`src/rtl/fifo_pkg.sv`:
```
// Shared helpers for the parametrised FIFO: pointer/count width functions
// and the reset values of the registered error pulses.
package fifo_pkg;

  // Width of a read/write pointer addressing DEPTH entries.
  function automatic int ptr_width(input int depth);
    return (depth > 1) ? $clog2(depth) : 1;
  endfunction

  // Width of an occupancy counter that must also represent DEPTH itself.
  function automatic int count_width(input int depth);
    return ptr_width(depth) + 1;
  endfunction

  localparam logic RST_OVERFLOW  = 1'b0;
  localparam logic RST_UNDERFLOW = 1'b0;

endpackage

```
`src/rtl/fifo_mem.sv`:
```
// Register file for the FIFO: one synchronous write port, one asynchronous
// read port. Contents are deliberately not reset.
module fifo_mem #(
  parameter int WIDTH = 8,
  parameter int DEPTH = 16,
  parameter int AW    = $clog2(DEPTH)
) (
  input  logic             clk,
  input  logic             we_i,
  input  logic [AW-1:0]    waddr_i,
  input  logic [WIDTH-1:0] wdata_i,
  input  logic [AW-1:0]    raddr_i,
  output logic [WIDTH-1:0] rdata_o
);

  logic [WIDTH-1:0] mem_q [DEPTH];

  // Store the incoming word at the write address when enabled.
  always_ff @(posedge clk) begin
    if (we_i) begin
      mem_q[waddr_i] <= wdata_i;
    end
  end

  assign rdata_o = mem_q[raddr_i];

endmodule

```
`src/rtl/param_fifo.sv`:
```
// Parametrised single-clock FIFO with occupancy count, almost-full/empty
// flags and overflow/underflow pulses. Define PARAM_FIFO_FWFT_EN for
// first-word-fall-through output; otherwise dout is a registered read.
module param_fifo
  import fifo_pkg::*;
#(
  parameter int WIDTH    = 8,
  parameter int DEPTH    = 16,
  parameter int AF_LEVEL = DEPTH - 2,
  parameter int AE_LEVEL = 2
) (
  input  logic                   clk,
  input  logic                   rst,
  input  logic [WIDTH-1:0]       din,
  input  logic                   wr_en,
  input  logic                   rd_en,
  output logic [WIDTH-1:0]       dout,
  output logic                   full,
  output logic                   empty,
  output logic                   almost_full,
  output logic                   almost_empty,
  output logic [$clog2(DEPTH):0] count,
  output logic                   overflow,
  output logic                   underflow
);

  localparam int AW = ptr_width(DEPTH);
  localparam int CW = count_width(DEPTH);

  logic [AW-1:0]    wr_ptr_q, wr_ptr_d;
  logic [AW-1:0]    rd_ptr_q, rd_ptr_d;
  logic [CW-1:0]    count_q, count_d;
  logic             overflow_q, underflow_q;
  logic             full_w, empty_w;
  logic             rd_ok, wr_ok;
  logic [WIDTH-1:0] rd_data;

  assign empty_w = (count_q == '0);
  assign full_w  = (count_q == CW'(DEPTH));

  // A read needs a stored word; a write into a full FIFO is fine if a read
  // frees the oldest slot on the same edge.
  assign rd_ok = rd_en && !empty_w;
  assign wr_ok = wr_en && (!full_w || rd_en);

  // Advance pointers and occupancy for the accepted operations only.
  always_comb begin
    wr_ptr_d = wr_ptr_q;
    rd_ptr_d = rd_ptr_q;
    count_d  = count_q;
    if (wr_ok) begin
      wr_ptr_d = wr_ptr_q + AW'(1);
    end
    if (rd_ok) begin
      rd_ptr_d = rd_ptr_q + AW'(1);
    end
    case ({wr_ok, rd_ok})
      2'b10:   count_d = count_q + CW'(1);
      2'b01:   count_d = count_q - CW'(1);
      default: count_d = count_q;
    endcase
  end

  // State register; reset discards all stored words and suppresses pulses.
  always_ff @(posedge clk) begin
    if (rst) begin
      wr_ptr_q    <= '0;
      rd_ptr_q    <= '0;
      count_q     <= '0;
      overflow_q  <= RST_OVERFLOW;
      underflow_q <= RST_UNDERFLOW;
    end else begin
      wr_ptr_q    <= wr_ptr_d;
      rd_ptr_q    <= rd_ptr_d;
      count_q     <= count_d;
      overflow_q  <= wr_en && !wr_ok;
      underflow_q <= rd_en && !rd_ok;
    end
  end

  fifo_mem #(
    .WIDTH (WIDTH),
    .DEPTH (DEPTH),
    .AW    (AW)
  ) u_mem (
    .clk     (clk),
    .we_i    (wr_ok && !rst),
    .waddr_i (wr_ptr_q),
    .wdata_i (din),
    .raddr_i (rd_ptr_q),
    .rdata_o (rd_data)
  );

`ifdef PARAM_FIFO_FWFT_EN
  // Head of the queue is always visible; blank when nothing is stored.
  assign dout = empty_w ? '0 : rd_data;
`else
  logic [WIDTH-1:0] dout_q;

  // Capture the head word on an accepted read; hold otherwise.
  always_ff @(posedge clk) begin
    if (rst) begin
      dout_q <= '0;
    end else if (rd_ok) begin
      dout_q <= rd_data;
    end
  end

  assign dout = dout_q;
`endif

  assign count        = count_q;
  assign full         = full_w;
  assign empty        = empty_w;
  assign almost_full  = (count_q >= CW'(AF_LEVEL));
  assign almost_empty = (count_q <= CW'(AE_LEVEL));
  assign overflow     = overflow_q;
  assign underflow    = underflow_q;

endmodule

```
`config.mk`:
```
export PLATFORM = sky130hd
export DESIGN_NAME = param_fifo
export DESIGN_NICKNAME = d
export VERILOG_FILES = /design/src/rtl/fifo_pkg.sv /design/src/rtl/fifo_mem.sv /design/src/rtl/param_fifo.sv
export SDC_FILE = /design/constraint.sdc
export NUM_CORES = 1
export LEC_CHECK = 0
export ABC_AREA = 1
export CAP_MARGIN = 10
export CELL_PAD_IN_SITES_DETAIL_PLACEMENT = 0
export CELL_PAD_IN_SITES_GLOBAL_PLACEMENT = 2
export CORE_UTILIZATION = 44
export CTS_CLUSTER_DIAMETER = 200
export DETAILED_ROUTE_END_ITERATION = 7
export DONT_BUFFER_PORTS = 1
export PLACE_DENSITY = 0.84
export SYNTH_ARGS = -nofsm -noshare
export SYNTH_HDL_FRONTEND = slang
export SYNTH_HIERARCHICAL = 1
export SYNTH_SLANG_ARGS = --single-unit
```
`constraint.sdc`:
```
create_clock -name clk -period 4.9 [get_ports clk]
set_clock_uncertainty 0.15 [all_clocks]
set_input_delay 0.98 -clock clk [delete_from_list [all_inputs] [get_ports clk]]
set_output_delay 0.98 -clock clk [all_outputs]
set_load 0.01 [all_outputs]
```
==> results.toml <==
[worst_hold_path]
hold_class = "reg -> reg"
hold-path-endpoint = "dout[4]$_SDFFE_PP0P_"
min-delay-start = "dout[4]$_SDFFE_PP0P_"
hold_depth = 2

[synth]
synth_common_cells = "nand2_1 (198), edfxtp_1 (128), inv_1 (120)"
yosysTopAreaCell = "edfxtp_1"
ys_ff_latch = 151
yosys-top-cells-area = "edfxtp_1 (57%), nand2_1 (11%), nand3_1 (8.0%)"
synth-edff-count = 128
post-synth-top-count-cell = "nand2_1"
async_flop_share_pct = 0
yosys_warnings = 6
syn_area_um2 = 6792
syn-instance-count = 704
netlist.area_leader.share_pct = 56.60
ys_seq_area_share_pct = 63.38
syn-num-nets = 723
synth.avg_cell_area_um2 = 9.647
synth_cell_type_count = 29
synthFlopType = "edfxtp_1"

[timing]
fin_setup_tns_ns = 0
rsz0062_at_grt = "false"
whs_ns = 0.3866
setup_viol = 0
max-slew-margin-rel_pct = 26.05
final.setup.worst_slack_ns = 2.037
slew_viol_final = 0
hold_viol_final = 0
worst_pin_slew_ns = 1.109
min_period_ns = 2.863
fin_crit_sh_pct = 58.43
timing.fmax_ghz = 0.3493

[route]
antenna_left = 0
drc = 0
wl_per_cell_um = 18.09
wl_mm = 16.26
vias = 4617
drtIter0Drc = 368
avgViaCountPerCell = 5.136
firstDrtPassIters = 6

[outcome]
status = "complete, no violations"

[cts]
cts_buffers = 17
clk_latency_ns = 0.42
tritoncts = "done"
cts_max_level = 4
clkSinkCount = 151
clock-root-buffer = "clkbuf_16"
postCtsSetupRepairBufs = 0
ctsResizeCount = 0
clk_pin_slew_ns = 0.06
cts_hold_buf = 0
cts_buffer_depth = 2

[layout]
final_layout_size_suffix_gt1_share_pct = 6.470
antenna-diode-count = 0
n_fill_cell = 1372
syn_to_final_growth_pct = 9.580
fin_area_um2 = 7442
nets = 717

[setup_path]
r2r_slack_ns = 2.04
crit_fanout = 10
crit_required_ns = 4.80
rr_startpoint = "count[0]$_SDFFE_PP0P_"
cp-end-kind = "flip-flop"
worstPathArrival_ns = 2.76
path_class = "reg -> reg"
r2r_cells = 6
startpoint_type = "flip-flop"
reg2reg_to = "u_mem/mem_q[7][0]$_DFFE_PP_"

[global_route]
grt_first_pass_wirelength_mm = 25.12
grt_max_degree = 69
antenna_found_initial = 0
grtUsageTotal_pct = 21.70
grt_pass1_vias = 4438
overflow = 0

[floorplan]
fp.dieW_um = 126.2
die_area_um2 = 15940
floorplan.initialDensity_pct = 44.84
dieHeight_um = 126.2
io_pins = 31
placementRows = 45
core_um2 = 15150

[pwr]
cellInternalPower_w = 0.002535
switching_share_pct = 32.43
sequentialPowerShare_pct = 41.4
p_sw_w = 0.001217
irDropWorstVdd_uv = 292.6
powerDensity_nw_per_um2 = 504.1
p_clk_share_pct = 34.7
p_leak_nw = 3.179
pwr-share-comb_pct = 23.9

[placed_design]
hpwl_mm = 10.41
gp_congestion = 0.7951
place_area_um2 = 6852
dp_slack_ns = 1.685
port_buffers = 0

[job]
max-cap-violations = 0
sequential cells by signal, summed over array words and instances (netlist names):
register     cells
u_mem/mem_q    128
dout             8
count            5
rd_ptr_q         4
wr_ptr_q         4
overflow         1
underflow        1
worst max path at each step:
stage                                     start                      endpoint  slack [ns]
after floorplan                           rd_en         count[4]$_SDFFE_PP0P_        2.20
after global placement                    rd_en  u_mem/mem_q[12][5]$_DFFE_PP_        1.77
after detailed placement                  rd_en  u_mem/mem_q[13][3]$_DFFE_PP_        1.68
after CTS                 count[0]$_SDFFE_PP0P_  u_mem/mem_q[13][3]$_DFFE_PP_        2.09
after global routing      count[0]$_SDFFE_PP0P_   u_mem/mem_q[5][4]$_DFFE_PP_        1.87
final                     count[0]$_SDFFE_PP0P_   u_mem/mem_q[7][0]$_DFFE_PP_        2.04
layout make-up:
type / instances / area, um2 / area share (%)
multi-input cells: 401 / 1823 / 24.50
repair buffers: 3 / 22.52 / 0.3026
flip-flops and latches: 151 / 4305 / 57.85
well taps: 188 / 235.2 / 3.161
inverters: 124 / 465.4 / 6.254
clock inverters: 12 / 153.9 / 2.068
clock buffers: 20 / 436.7 / 5.868
power by group through the flow:
stage | clock, W | sequential [W] | combinational (W)
2_1_floorplan | 0 | 0.00156 | 0.000734
3_3_place_gp | 0 | 0.00158 | 0.000900
3_5_place_dp | 0 | 0.00158 | 0.000898
4_1_cts | 0.00131 | 0.00156 | 0.000901
5_1_grt | 0.00137 | 0.00156 | 0.00101
6_report | 0.00130 | 0.00155 | 0.000897
kinds of logic after synthesis:
family / synth area share (%)
AND/OR/NAND/NOR: 23.38
XOR/XNOR: 0.2580
AO/OA/AOI/OAI: 1.805
buffers and inverters: 9.783
flip-flops: 63.38
adder cells (fa/ha/maj): 1.400
cell usage in the layout, fill, tap and decap left out:
| cell | instances |
|---|---|
| edfxtp_1 | 128 |
| o21ai_0 | 11 |
| nor2_4 | 2 |
| dfxtp_2 | 1 |
| nand2_1 | 198 |
| clkinv_2 | 2 |
| o21ai_1 | 1 |
| clkinvlp_4 | 3 |
| fa_1 | 1 |
| inv_1 | 120 |
| clkinv_4 | 3 |
| nand3_4 | 1 |
| clkinvlp_2 | 1 |
| nand3b_1 | 3 |
| nand2_4 | 1 |
| buf_4 | 3 |
| ha_1 | 6 |
| nand2_2 | 1 |
| a21oi_1 | 11 |
| nor2_2 | 1 |
| inv_2 | 4 |
| xnor2_1 | 1 |
| nand4_2 | 1 |
| nand3_1 | 108 |
| nor3_1 | 2 |
| or2_2 | 2 |
| bufinv_16 | 3 |
| xor2_1 | 1 |
| clkbuf_16 | 17 |
| nor2_1 | 47 |
| o31ai_1 | 1 |
| dfxtp_1 | 22 |
| clkbuf_1 | 3 |
| nand4_1 | 1 |
per-layer routing:
metal  vias up  global-route usage [%]  wire length (um)
met4         0                   7.583               316
met1      2185                   28.59              7301
li1       2252                       -                 -
met3        26                   5.353               972
met5         -                       0                 0
met2       154                   35.00              7668
metrics by stage:
step	cells	total power, W	util, %
5_1_grt	899	0.003942	49.14
3_5_place_dp	867	0.002480	45.24
6_report	899	0.003752	49.14
3_3_place_gp	867	0.002483	45.24
2_1_floorplan	704	0.002298	-
4_1_cts	899	0.003771	49.14
critical path, stage by stage, from the launching register on:
cell and delay, ns:
dfxtp_1 0.51, nor2_4 0.10, nand4_2 0.21, nand2_1 0.14, nor2_1 0.48, nand3b_1 0.28
nor2_1 0.61
Note: power is estimated with default switching activity, not from simulation.
